<file path="src/rtl/issue_scheduler_param.sv">
// Out-of-order issue window scheduler. It holds a window of IQ_DEPTH
// instructions and a captured RAW dependence matrix. Each cycle it picks at
// most one ready entry and binds it to the lowest free unit of its class.
// Per-unit countdown timers decide when an entry retires; retirement clears
// that entry's producer row so its dependants can become ready.
module issue_scheduler_param #(
  parameter int IQ_DEPTH  = 4,
  parameter int ALU_COUNT = 1,
  parameter int MUL_COUNT = 1,
  parameter int DIV_COUNT = 1,
  parameter int ALU_LAT   = 2,
  parameter int MUL_LAT   = 3,
  parameter int DIV_LAT   = 4,
  parameter int LAT_W     = 4,
  parameter int PRIO_MODE = 0
) (
  input  logic                         clk,
  input  logic                         reset,
  input  logic                         sch_enable,
  input  logic                         load,
  input  logic [IQ_DEPTH*IQ_DEPTH-1:0] raw_flat,
  input  logic [IQ_DEPTH-1:0]          valid_bits,
  input  logic [8*IQ_DEPTH-1:0]        instr_flat,
  output logic [IQ_DEPTH-1:0]          issue_onehot,
  output logic                         valid_out,
  output logic [7:0]                   issued_instr,
  output logic [1:0]                   issued_fu_type,
  output logic [1:0]                   issued_fu_index,
  output logic [IQ_DEPTH-1:0]          retire_onehot,
  output logic                         idle,
  output logic                         done
);

  localparam int N        = IQ_DEPTH;
  localparam int IDX_W    = (N > 1) ? $clog2(N) : 1;
  localparam int UNITS    = ALU_COUNT + MUL_COUNT + DIV_COUNT;
  localparam int UW       = $clog2(UNITS + 1);
  localparam int MUL_BASE = ALU_COUNT;
  localparam int DIV_BASE = ALU_COUNT + MUL_COUNT;

  // Opcode [7:6] to class code: 00/01 ALU, 10 MUL, 11 DIV.
  function automatic logic [1:0] entry_class(input logic [1:0] op);
    logic [1:0] cls;
    case (op)
      2'b10:   cls = 2'd1;
      2'b11:   cls = 2'd2;
      default: cls = 2'd0;
    endcase
    return cls;
  endfunction

  // Latency loaded into a unit's counter, chosen by the unit's class range.
  function automatic logic [LAT_W-1:0] unit_lat(input int u);
    logic [LAT_W-1:0] lat;
    if (u < MUL_BASE)      lat = LAT_W'(ALU_LAT);
    else if (u < DIV_BASE) lat = LAT_W'(MUL_LAT);
    else                   lat = LAT_W'(DIV_LAT);
    return lat;
  endfunction

  // An entry never depends on itself, so diagonal bits are dropped on capture.
  function automatic logic [N*N-1:0] diag_mask();
    logic [N*N-1:0] m;
    m = '0;
    for (int i = 0; i < N; i++) m[i*N+i] = 1'b1;
    return m;
  endfunction

  logic                   active;
  logic [N*N-1:0]         raw_dyn;
  logic [N-1:0]           issued_mask;
  logic [N-1:0]           retired_mask;
  logic [IDX_W-1:0]       rr_ptr;
  logic [LAT_W-1:0]       cnt   [UNITS];
  logic [IDX_W-1:0]       owner [UNITS];

  logic [3:0]             class_free;
  logic [3:0][1:0]        class_unit;
  logic [N-1:0][1:0]      ent_class;
  logic [N-1:0]           dep_block;
  logic [N-1:0]           ready;
  logic                   found;
  logic [IDX_W-1:0]       sel_idx;
  logic [1:0]             sel_class;
  logic [UW-1:0]          bind_u;
  logic [IDX_W-1:0]       next_ptr;
  logic                   load_accept;
  logic                   issue_fire;
  logic [N-1:0]           retire_next;
  logic [N*N-1:0]         row_clear;

  // Per class: is any unit free (pre-edge counter zero), and the lowest one.
  always_comb begin
    class_free = '0;
    class_unit = '0;
    for (int i = ALU_COUNT - 1; i >= 0; i--)
      if (cnt[i] == '0) begin
        class_free[0] = 1'b1;
        class_unit[0] = 2'(i);
      end
    for (int i = MUL_COUNT - 1; i >= 0; i--)
      if (cnt[MUL_BASE+i] == '0) begin
        class_free[1] = 1'b1;
        class_unit[1] = 2'(i);
      end
    for (int i = DIV_COUNT - 1; i >= 0; i--)
      if (cnt[DIV_BASE+i] == '0) begin
        class_free[2] = 1'b1;
        class_unit[2] = 2'(i);
      end
  end

  // Readiness: valid, not yet issued, no live valid producer, class unit free.
  always_comb begin
    ent_class = '0;
    dep_block = '0;
    ready     = '0;
    for (int c = 0; c < N; c++) begin
      ent_class[c] = entry_class(instr_flat[8*c+6 +: 2]);
      for (int p = 0; p < N; p++)
        if (raw_dyn[p*N+c] && valid_bits[p]) dep_block[c] = 1'b1;
      ready[c] = active && valid_bits[c] && !issued_mask[c] && !dep_block[c]
                 && class_free[ent_class[c]];
    end
  end

  // Pick one ready entry: lowest index, or first at/after rr_ptr with wrap.
  always_comb begin
    int rot;
    rot     = 0;
    found   = 1'b0;
    sel_idx = '0;
    if (PRIO_MODE == 0) begin
      for (int i = N - 1; i >= 0; i--)
        if (ready[i]) begin
          found   = 1'b1;
          sel_idx = IDX_W'(i);
        end
    end else begin
      for (int off = N - 1; off >= 0; off--) begin
        rot = (int'(rr_ptr) + off) % N;
        if (ready[rot]) begin
          found   = 1'b1;
          sel_idx = IDX_W'(rot);
        end
      end
    end
  end

  // Issue decision, unit binding and the combinational selection output.
  always_comb begin
    load_accept  = load && idle;
    issue_fire   = found && sch_enable && !load_accept;
    issue_onehot = issue_fire ? (IQ_DEPTH'(1) << sel_idx) : '0;
    sel_class    = ent_class[sel_idx];
    case (sel_class)
      2'd1:    bind_u = UW'(MUL_BASE) + UW'(class_unit[1]);
      2'd2:    bind_u = UW'(DIV_BASE) + UW'(class_unit[2]);
      default: bind_u = UW'(class_unit[0]);
    endcase
    next_ptr = (int'(sel_idx) == N - 1) ? '0 : sel_idx + 1'b1;
  end

  // Units whose counter is about to go 1->0 retire their owning entry.
  always_comb begin
    retire_next = '0;
    row_clear   = '0;
    idle        = 1'b1;
    for (int u = 0; u < UNITS; u++) begin
      if (cnt[u] == LAT_W'(1)) retire_next[owner[u]] = 1'b1;
      if (cnt[u] != '0) idle = 1'b0;
    end
    for (int p = 0; p < N; p++)
      if (retire_next[p]) row_clear[p*N +: N] = '1;
    done = active && (&(retired_mask | ~valid_bits));
  end

  // Window state: capture on accepted load, then track issue and retirement.
  always_ff @(posedge clk) begin
    if (reset) begin
      active       <= 1'b0;
      raw_dyn      <= '0;
      issued_mask  <= '0;
      retired_mask <= '0;
      rr_ptr       <= '0;
    end else if (load_accept) begin
      active       <= 1'b1;
      raw_dyn      <= raw_flat & ~diag_mask();
      issued_mask  <= '0;
      retired_mask <= '0;
      rr_ptr       <= '0;
    end else begin
      if (issue_fire) begin
        issued_mask[sel_idx] <= 1'b1;
        rr_ptr               <= next_ptr;
      end
      retired_mask <= retired_mask | retire_next;
      raw_dyn      <= raw_dyn & ~row_clear;
    end
  end

  // Busy counters: load latency on bind, otherwise count down to zero.
  always_ff @(posedge clk) begin
    for (int u = 0; u < UNITS; u++) begin
      if (reset)
        cnt[u] <= '0;
      else if (issue_fire && bind_u == UW'(u))
        cnt[u] <= unit_lat(u);
      else if (cnt[u] != '0)
        cnt[u] <= cnt[u] - 1'b1;
    end
  end

  // Owning entry of each unit; only meaningful while its counter is nonzero.
  always_ff @(posedge clk) begin
    for (int u = 0; u < UNITS; u++)
      if (issue_fire && bind_u == UW'(u)) owner[u] <= sel_idx;
  end

  // Issue report: pulse valid_out, hold the last binding between issues.
  always_ff @(posedge clk) begin
    if (reset) begin
      valid_out       <= 1'b0;
      issued_instr    <= '0;
      issued_fu_type  <= '0;
      issued_fu_index <= '0;
    end else begin
      valid_out <= issue_fire;
      if (issue_fire) begin
        issued_instr    <= instr_flat[8*sel_idx +: 8];
        issued_fu_type  <= sel_class;
        issued_fu_index <= class_unit[sel_class];
      end
    end
  end

  // One-cycle retire pulse for every entry whose unit just finished.
  always_ff @(posedge clk) begin
    if (reset) retire_onehot <= '0;
    else       retire_onehot <= retire_next;
  end

endmodule

</file>
<file path="config.mk">
export PLATFORM = sky130hd
export DESIGN_NAME = issue_scheduler_param
export DESIGN_NICKNAME = d
export VERILOG_FILES = /design/src/rtl/issue_scheduler_param.sv
export SDC_FILE = /design/constraint.sdc
export NUM_CORES = 1
export LEC_CHECK = 0
export CORE_MARGIN = 3
export CORE_UTILIZATION = 44
export CTS_CLUSTER_SIZE = 10
export DETAILED_ROUTE_END_ITERATION = 7
export GPL_TIMING_DRIVEN = 0
export PLACE_DENSITY_LB_ADDON = 0.3
export RECOVER_POWER = 25
export SETUP_SLACK_MARGIN = 0.5
export SYNTH_ARGS = -nofsm -noshare
export SYNTH_HDL_FRONTEND = slang
export SYNTH_SLANG_ARGS = --single-unit
</file>
<file path="constraint.sdc">
create_clock -name clk -period 2.8 [get_ports clk]
set_input_delay 0.42 -clock clk [delete_from_list [all_inputs] [get_ports clk]]
set_output_delay 0.42 -clock clk [all_outputs]
set_load 0.1 [all_outputs]
</file>
==> results.json, run 1 <==
{
  "crit_fanout": 4,
  "fp.dieW_um": 87.6,
  "leakage_uw": 0.00187,
  "ys_seq_elements": 58,
  "drtIter0Drc": 233,
  "path_clk_slew_ns": 0.07,
  "wl_per_cell_um": 19.2,
  "crit_path_end_kind": "output pin",
  "cp.arrival_ns": 2.58,
  "avgSynthCellArea_um2": 9.24,
  "synth_top_area_share_pct": 27.3,
  "synth-seq-area-share_pct": 45.8,
  "dp_hpwl_mm": 6.10,
  "relSlewSlack_pct": 33.1,
  "synth_largest_area_cell": "dfxtp_1",
  "fin_crit_ns": 3.00,
  "clock_sinks": 58,
  "synth_cell_types": 57,
  "cts_buffer_depth": 2,
  "grt_pass1_vias": 3057,
  "drt-total-wl_mm": 10.3,
  "synth-edff-count": 18,
  "layout_common_cells": "61 x clkdlybuf4s50_1, 46 x buf_4, 40 x dfxtp_1",
  "yosys-top-cells-area": "dfxtp_1 27%, edfxtp_1 18%, a21oi_1 5.1%",
  "synthCells": 317,
  "outcome": "finished with violations",
  "ir_drop_v": 0.000653,
  "avgViaCountPerCell": 5.91,
  "clock_latency_ns": 0.34,
  "cts_tree": "done",
  "fillers": 427,
  "area_growth_pct": 64.2,
  "layout-drive-gt1-share_pct": 33.0,
  "rsz0062_at_grt": "yes",
  "grt_first_pass_wirelength_mm": 14.8,
  "timing.hold.ws_ns": 0.460,
  "crit_required_ns": 2.38,
  "drv_slew": 0,
  "fin_nets": 521,
  "critPathKind": "register to output pin",
  "final_common_cell": "clkdlybuf4s50_1",
  "die_h_um": 87.6,
  "vias": 3178,
  "yosys_most_used_dff": "dfxtp_1",
  "rows": 29,
  "io_buffers": 71,
  "failed_checks": "setup timing",
  "max_stage_delay_ns": 0.56,
  "first_pass_iters": 7,
  "place.gp.congestion": 0.836,
  "total_power_uw": 3420,
  "start_util_pct": 45.9,
  "ios": 79,
  "postSynth.asyncResetShare_pct": 0,
  "netlist_area_um2": 2930,
  "antenna_found_initial": 0,
  "crit_chain": "inv_2 > ha_4 > nor3b_4 > nor2_2 > or4_4 > and3_4 > buf_6 > and2_4 > buf_12",
  "cp-start-kind": "register",
  "numCtsBuffers": 9,
  "multiInputGateArea_um2": 1790,
  "slowest_stage": "or4_4",
  "min_period_over_period_pct": 107,
  "diodes": 0,
  "powerDensity_nw_per_um2": 711,
  "grt_remaining_overflow": 0,
  "regArea_um2": 1340,
  "ys_warn_count": 0,
  "core_area_um2": 6390,
  "tightest_slew_ns": 1.00,
  "dieArea_um2": 7670,
  "h-tree-depth": 3,
  "ant_nets": 0,
  "place_ws_ns": -1.45,
  "worst_clock_skew_ns": 0.00816,
  "root_buffer": "clkbuf_8",
  "grt_max_degree": 12,
  "finalSetupViolations": 16,
  "drc": 0,
  "min_path_type": "register to register",
  "track_usage_pct": 25.2,
  "layout_setup_ws_ns": -0.197,
  "hold_viol": 0,
  "fmax_ghz": 0.334,
  "cap_violations": 0
}
[stage by stage]
stage,TNS (ns),cells,utilization [%],area [um2]
6_report,-2.28,538,75.4,4810
5_1_grt,-4.37,538,75.4,4810
4_1_cts,-0.904,521,70.9,4530
3_5_place_dp,-16.93,466,60.2,3850
3_3_place_gp,-16.24,466,60.2,3850
2_1_floorplan,0,318,-,3040
[routing by layer]
metal  GRT usage, %  share of wire [%]  vias up
met4           12.6                4.2        0
met3           3.76                7.8       43
met5              0                  0        -
met1           30.6                 37     1501
met2           43.3                 51      185
li1               -                  -     1449
[timing repair]
item	CTS	global route
buffers inserted	39	16
pin swaps	28	20
setup endpoints to repair	64	58
resized for setup	89	47
hold buffers	0	0
cloned	0	1
[report_power, final]
part | switching (uW) | leakage (uW) | internal [uW] | total (uW)
clock | 357 | 0.0000997 | 409 | 766
combinational | 846 | 0.00124 | 702 | 1550
sequential | 96.8 | 0.000526 | 1010 | 1110
[flip-flops by register name, summed over array words and instances (netlist names), 2 cells and up]
name,flops
retired_mask,4
retire_onehot,4
cnt,12
owner,6
raw_dyn,16
issued_instr,8
issued_fu_type,2
issued_mask,4
[worst paths after layout]
path | from | to | slack [ns] | cells after the start
setup / recovery | cnt[2][0]$_SDFFCE_PN0P_ | issue_onehot[2] | -0.20 | 9
hold / removal | retired_mask[2]$_SDFF_PP0_ | retired_mask[2]$_SDFF_PP0_ | 0.46 | 2
setup reg to reg | cnt[2][0]$_SDFFCE_PN0P_ | cnt[0][0]$_SDFFCE_PN0P_ | -0.19 | 11
hold reg to reg | retired_mask[2]$_SDFF_PP0_ | retired_mask[2]$_SDFF_PP0_ | 0.46 | 2
[critical path: cells and delay by family (launching register included)]
kind,cells,cell delay [ns]
and+or+nand+nor,5,1.29
DFF,1,0.42
buffers and inverters,3,0.38
adders and majority gates,1,0.14
[cells in the mapped netlist, types with 3 or more instances]
cell type  instances
ha_1               9
nor4bb_1           3
a222oi_1          10
a211oi_1           6
a21boi_0           3
dfxtp_1           40
and2_1             4
inv_1             17
edfxtp_1          18
o21a_1             4
a221oi_1           4
clkbuf_1           9
nand2b_1           6
nor3_1            15
nand2_1           30
nand3_1           14
or3_1              6
o21ai_0            4
and3_1             9
a21oi_1           30
nor2_1            30
[logic make-up after synthesis]
group	after synthesis	share of synthesized area, %
xor gates and xnor gates	3	0.897
adders and majority gates	9	3.84
buffers and inverters	31	4.57
and+or+nand+nor	134	25.2
DFF	58	45.8
other	1	0.128
AOI/OAI and AO/OA	81	19.6
[area by class of cell]
type | instances | area share [%]
Multi-Input combinational cell | 229 | 37.3
Sequential cell | 58 | 27.9
Timing Repair Buffer | 127 | 25.4
Clock buffer | 9 | 2.57
Buffer | 14 | 2.05
Tap cell | 77 | 2.00
Clock inverter | 7 | 1.40
Inverter | 17 | 1.38
Power figures use the tool's default switching activity.
==> run 2: changes to the inputs <==
--- a/config.mk
+++ b/config.mk
@@ -5,8 +5,10 @@
 export SDC_FILE = /design/constraint.sdc
 export NUM_CORES = 1
 export LEC_CHECK = 0
+export ABC_AREA = 1
+export CAP_MARGIN = 25
 export CORE_MARGIN = 3
-export CORE_UTILIZATION = 44
+export CORE_UTILIZATION = 48
 export CTS_CLUSTER_SIZE = 10
 export DETAILED_ROUTE_END_ITERATION = 7
 export GPL_TIMING_DRIVEN = 0
==> constraint.sdc (replaced) <==
create_clock -name clk -period 3 [get_ports clk]
set_input_delay 0.45 -clock clk [delete_from_list [all_inputs] [get_ports clk]]
set_output_delay 0.45 -clock clk [all_outputs]
set_load 0.1 [all_outputs]
==> results.json, run 2 <==
{
  "rows": 29,
  "ant_nets": 0,
  "crit_fanout": 6,
  "cp-start-kind": "register",
  "worst_clock_skew_ns": 0.0111,
  "grt_max_degree": 12,
  "dieArea_um2": 7920,
  "cap_violations": 0,
  "diodes": 0,
  "ios": 79,
  "clock_sinks": 58,
  "avgViaCountPerCell": 5.24,
  "track_usage_pct": 24.1,
  "min_path_type": "register to register",
  "finalSetupViolations": 0,
  "die_h_um": 89.0,
  "hold_viol": 0,
  "fp.dieW_um": 89.0,
  "cts_tree": "done",
  "synth_largest_area_cell": "dfxtp_1",
  "crit_required_ns": 2.55,
  "avgSynthCellArea_um2": 7.43,
  "critPathKind": "register to output pin",
  "drt-total-wl_mm": 9.93,
  "grt_pass1_vias": 3167,
  "largest_reg_flops": 16,
  "numCtsBuffers": 9,
  "first_pass_iters": 5,
  "drc": 0,
  "grt_first_pass_wirelength_mm": 14.6,
  "ys_warn_count": 0,
  "fin_crit_ns": 2.69,
  "antenna_found_initial": 0,
  "ys_seq_elements": 58,
  "io_buffers": 71,
  "powerDensity_nw_per_um2": 606,
  "relSlewSlack_pct": 34.5,
  "synth-edff-count": 18,
  "timing.hold.ws_ns": 0.440,
  "yosys-top-cells-area": "dfxtp_1 24%, edfxtp_1 16%, nand2_1 12%",
  "synth_commonest_cells": "103 x nand2_1, 62 x inv_1, 53 x nor2_1",
  "grt_remaining_overflow": 0,
  "setup_tns_ns": 0,
  "final_cell_count_no_fill": 648,
  "final_util_pct": 74.7,
  "vias": 3395,
  "dp_hpwl_mm": 6.45,
  "ctsHoldBuffers": 0,
  "fin_nets": 631,
  "yosys_most_used_dff": "dfxtp_1",
  "synth_top_area_share_pct": 24.2,
  "core_area_um2": 6490,
  "synthCells": 445,
  "rsz0062_at_grt": "yes",
  "largest_register": "raw_dyn",
  "min_period_over_period_pct": 89.7,
  "fmax_ghz": 0.372,
  "cts_buffer_depth": 2,
  "synth-seq-area-share_pct": 40.6,
  "layout_common_cells": "91 x nand2_1, 55 x inv_1, 54 x clkdlybuf4s50_1",
  "area_growth_pct": 46.8,
  "drtIter0Drc": 261,
  "reg_top3": "raw_dyn x16, cnt x12, issued_instr x8",
  "netlist_area_um2": 3300,
  "tightest_slew_ns": 0.979,
  "synth_cell_types": 35,
  "place.gp.congestion": 0.918,
  "final_common_cell": "nand2_1",
  "h-tree-depth": 3,
  "wl_per_cell_um": 15.3,
  "path_clk_slew_ns": 0.07,
  "crit_path_end_kind": "output pin",
  "root_buffer": "clkbuf_8",
  "layout-drive-gt1-share_pct": 24.2,
  "clock_latency_ns": 0.34,
  "postSynth.asyncResetShare_pct": 0,
  "cp.arrival_ns": 2.24,
  "start_util_pct": 50.9,
  "yosysMostFrequentCell": "nand2_1",
  "leakage_uw": 0.00224,
  "dp.cells": 594,
  "outcome": "completed",
  "drv_slew": 0,
  "ir_drop_v": 0.000403
}
==> run 2: cell count changes after synthesis, moves of 10 or more <==
cell      delta
nand3_1     +32
o21ai_0     +14
nor2_1      +23
nor3_1      -11
a222oi_1    -10
nand2_1     +73
nand2_4     +11
inv_1       +45
==> run 2: critical path, cell delays in order (launching register included) <==
cell	delay, ns
edfxtp_1	0.40
inv_1	0.10
ha_1	0.21
nand2_4	0.10
nand2_2	0.09
nand3_4	0.07
nor2_4	0.13
buf_6	0.12
nor2_4	0.05
buf_6	0.13
nand2_8	0.08
nand2_8	0.06
nor2_4	0.16
buf_12	0.19
==> run 2: final timing paths <==
check / startpoint / to / slack [ns] / cells after the start
min reg2reg: raw_dyn[0]$_SDFF_PP0_ / raw_dyn[0]$_SDFF_PP0_ / 0.44 / 2
min: raw_dyn[0]$_SDFF_PP0_ / raw_dyn[0]$_SDFF_PP0_ / 0.44 / 2
max reg2reg: cnt[1][0]$_DFFE_PP_ / cnt[1][1]$_DFFE_PP_ / 0.43 / 13
max: cnt[0][0]$_SDFFCE_PN0P_ / issue_onehot[0] / 0.31 / 13
==> run 2: stage by stage <==
step	setup slack (ns)	area (um2)	total power [uW]
2_1_floorplan	0.0134	3350	1690
3_3_place_gp	-0.849	4150	1900
3_5_place_dp	-0.889	4150	1930
4_1_cts	0.315	4610	2760
5_1_grt	0.166	4850	3090
6_report	0.310	4850	2940
==> run 2: per-layer routing <==
metal / track usage, % / wire, um
met1: 30.3 / 4030
met5: 0 / 0
met2: 39.6 / 4910
met4: 8.25 / 280
met3: 7.47 / 707
==> run 2: area by class of cell <==
class | instances | area (um2)
plain buffers | 10 | 52.6
clock buffers | 10 | 149
clock inverters | 6 | 38.8
fillers | 474 | 1640
inverters | 70 | 273
multi-input cells | 308 | 1850
flip-flops and latches | 58 | 1340
well taps | 77 | 96.3
repair buffers | 109 | 1050
==> run 2: logic make-up (layout without fill, tap and decap cells) <==
family          count (synthesis)  after routing  share of synthesized area (%)
buf+inv                        80            205                           9.96
other cells                     1              2                          0.113
fa+ha+maj                       9              9                           3.41
flops                          58             58                           40.6
simple gates                  243            243                           36.0
compound gates                 48             48                           8.29
xor+xnor                        6              6                           1.59
==> run 2: what timing repair did <==
item                       CTS  global route
pin swaps                   17            17
buffers inserted            21            17
cloned                       0             0
setup endpoints to repair    6            16
gates resized for setup     72            34
==> run 2: report_power, final <==
part	switching (uW)	total, uW	internal, uW
clock network	337	685	348
logic	707	1220	518
registers	79.4	1030	950
total	1120	2940	1820
==> run 3: changes to the inputs <==
--- a/config.mk
+++ b/config.mk
@@ -7,7 +7,6 @@
 export LEC_CHECK = 0
 export ABC_AREA = 1
 export CAP_MARGIN = 25
-export CORE_MARGIN = 3
 export CORE_UTILIZATION = 48
 export CTS_CLUSTER_SIZE = 10
 export DETAILED_ROUTE_END_ITERATION = 7
==> results.json, run 3 (same netlist as run 2, synthesis figures left out) <==
{
  "timing.hold.ws_ns": 0.438,
  "dp_hpwl_mm": 6.39,
  "outcome": "finished with violations",
  "grt_first_pass_wirelength_mm": 15.3,
  "critPathKind": "register to output pin",
  "leakage_uw": 0.00223,
  "final_util_pct": 74.4,
  "r2r_setup_slack_ns": 0.34,
  "layout_common_cells": "94 x nand2_1, 57 x clkdlybuf4s50_1, 56 x inv_1",
  "worst_clock_skew_ns": 0.00744,
  "layout-drive-gt1-share_pct": 23.6,
  "drv_slew": 0,
  "clkPwrFrac_pct": 25.4,
  "min_period_over_period_pct": 92.5,
  "reg_top3": "raw_dyn x16, cnt x12, issued_instr x8",
  "internal_power_uw": 1850,
  "antenna_found_initial": 0,
  "tightest_slew_ns": 0.999,
  "drc": 2,
  "clock_latency_ns": 0.34,
  "total_power_uw": 2960,
  "multiInputGateArea_um2": 1770,
  "track_usage_pct": 27.5,
  "crit_required_ns": 2.55,
  "rsz0062_at_grt": "yes",
  "clock_sinks": 58,
  "fin_nets": 636,
  "ios": 79,
  "avgViaCountPerCell": 5.26,
  "finalSetupViolations": 0,
  "min_path_cells": 2,
  "hold_end": "raw_dyn[5]$_SDFF_PP0_",
  "relSlewSlack_pct": 33.2,
  "path_clk_slew_ns": 0.07,
  "cts_buffer_depth": 2,
  "crit_chain": "inv_2 > ha_1 > nand2_4 > buf_6 > nor3_4 > nand2_1 > nand2_4 > nor2_4 > buf_6 > nand2_2 > inv_2 > buf_12",
  "ctsHoldBuffers": 0,
  "worstReg2RegStart": "cnt[0][0]$_SDFFCE_PN0P_",
  "regArea_um2": 1340,
  "first_pass_iters": 7,
  "grt_remaining_overflow": 0,
  "rows": 29,
  "pwr-share-comb_pct": 39.9,
  "cp-start-kind": "register",
  "dieArea_um2": 7220,
  "sw_frac_of_total_pct": 37.5,
  "wl_per_cell_um": 14.8,
  "area_growth_pct": 46.3,
  "crit_fanout": 5,
  "max_stage_delay_ns": 0.41,
  "largest_register": "raw_dyn",
  "numCtsBuffers": 9,
  "switchingPower_uw": 1110,
  "largest_reg_flops": 16,
  "min_path_type": "register to register",
  "h-tree-depth": 3,
  "die_h_um": 85.0,
  "reg2reg_depth": 15,
  "vias": 3434,
  "fillers": 476,
  "root_buffer": "clkbuf_8",
  "layout_setup_ws_ns": 0.224,
  "ir_drop_v": 0.000528,
  "final_area_um2": 4830,
  "io_buffers": 71,
  "timing.rr.end": "cnt[1][3]$_SDFFCE_PN0P_",
  "drtIter0Drc": 282,
  "seqPwrFrac_pct": 34.6,
  "slowest_stage": "edfxtp_1",
  "cts_tree": "done",
  "fp.dieW_um": 85.0,
  "fmax_ghz": 0.360,
  "failed_checks": "DRC",
  "diodes": 0,
  "dpl-instance-area_um2": 4150,
  "cp.arrival_ns": 2.33,
  "place_ws_ns": -0.867,
  "grt_max_degree": 13,
  "start_util_pct": 50.9,
  "crit_path_end_kind": "output pin",
  "hold_viol": 0,
  "ant_nets": 0,
  "powerDensity_nw_per_um2": 613,
  "holdCritStartpoint": "raw_dyn[5]$_SDFF_PP0_",
  "cap_violations": 0,
  "drt-total-wl_mm": 9.67,
  "fin_crit_ns": 2.78,
  "core_area_um2": 6490,
  "place.gp.congestion": 0.915,
  "grt_pass1_vias": 3406,
  "final_common_cell": "nand2_1"
}
[run 3: cell types whose count changed in the layout (fill, tap and decap cells not counted), sizes merged]
| cell | previous run | this run |
|---|---|---|
| buf | 44 | 49 |
| dlymetal6s2s | 5 | 2 |
| clkbuf | 18 | 20 |
| inv | 70 | 71 |
| clkinvlp | 2 | 0 |
| clkdlybuf4s50 | 54 | 57 |
| clkdlybuf4s15 | 2 | 1 |
[run 3: layer usage]
metal / GRT usage [%] / wire [um] / up-vias
met5: 0 / 0 / -
met4: 11.6 / 247 / 0
met3: 6.13 / 617 / 24
met2: 48.7 / 4880 / 160
met1: 32.1 / 3920 / 1594
li1: - / - / 1656
[run 3: area by class of cell]
class	instances	share of cell area (%)
Buffer	10	1.24
Clock buffer	11	3.60
Inverter	70	5.64
Clock inverter	5	0.802
Sequential cell	58	27.8
Tap cell	77	1.99
Multi-Input combinational cell	308	36.7
Timing Repair Buffer	114	22.3
[run 3: worst max-delay path, delay by kind of cell (launching register included)]
family | cells | cell delay [ns]
adders and majority gates | 1 | 0.24
buffers and inverters | 5 | 0.57
DFF | 1 | 0.41
and+or+nand+nor | 6 | 0.76
[run 3: power by group through the flow]
| stage | sequential [uW] | combinational (uW) | clock, uW |
|---|---|---|---|
| floorplan | 1120 | 572 | 0 |
| global placement | 1040 | 861 | 0 |
| detailed placement | 1050 | 874 | 0 |
| CTS | 1030 | 1170 | 756 |
| global route | 1040 | 1290 | 795 |
| finish | 1030 | 1180 | 753 |
[run 3: worst max-delay path by stage]
| stage | from | end | slack, ns | cells past startpoint |
|---|---|---|---|---|
| global placement | valid_bits[0] | issue_onehot[2] | -0.87 | 14 |
| finish | cnt[1][0]$_DFFE_PP_ | issue_onehot[2] | 0.22 | 12 |
| detailed placement | valid_bits[2] | issue_onehot[2] | -0.87 | 14 |
| floorplan | cnt[2][0]$_SDFFCE_PN0P_ | issue_onehot[2] | 0.01 | 10 |
| global route | cnt[0][0]$_SDFFCE_PN0P_ | issue_onehot[0] | 0.15 | 13 |
| CTS | instr_flat[7] | issue_onehot[2] | 0.36 | 14 |
[run 3: per-stage QoR]
step                instances  setup TNS [ns]
global route              653               0
finish                    653               0
global placement          594           -3.24
CTS                       649               0
floorplan                 446               0
detailed placement        594           -3.19
[run 3: repair_timing]
item	4_1_cts	5_1_grt
pin swaps	28	12
setup endpoints to repair	6	24
endpoints found under the hold margin	0	0
buffers inserted	39	4
gates resized for setup	84	11
gates cloned	0	0
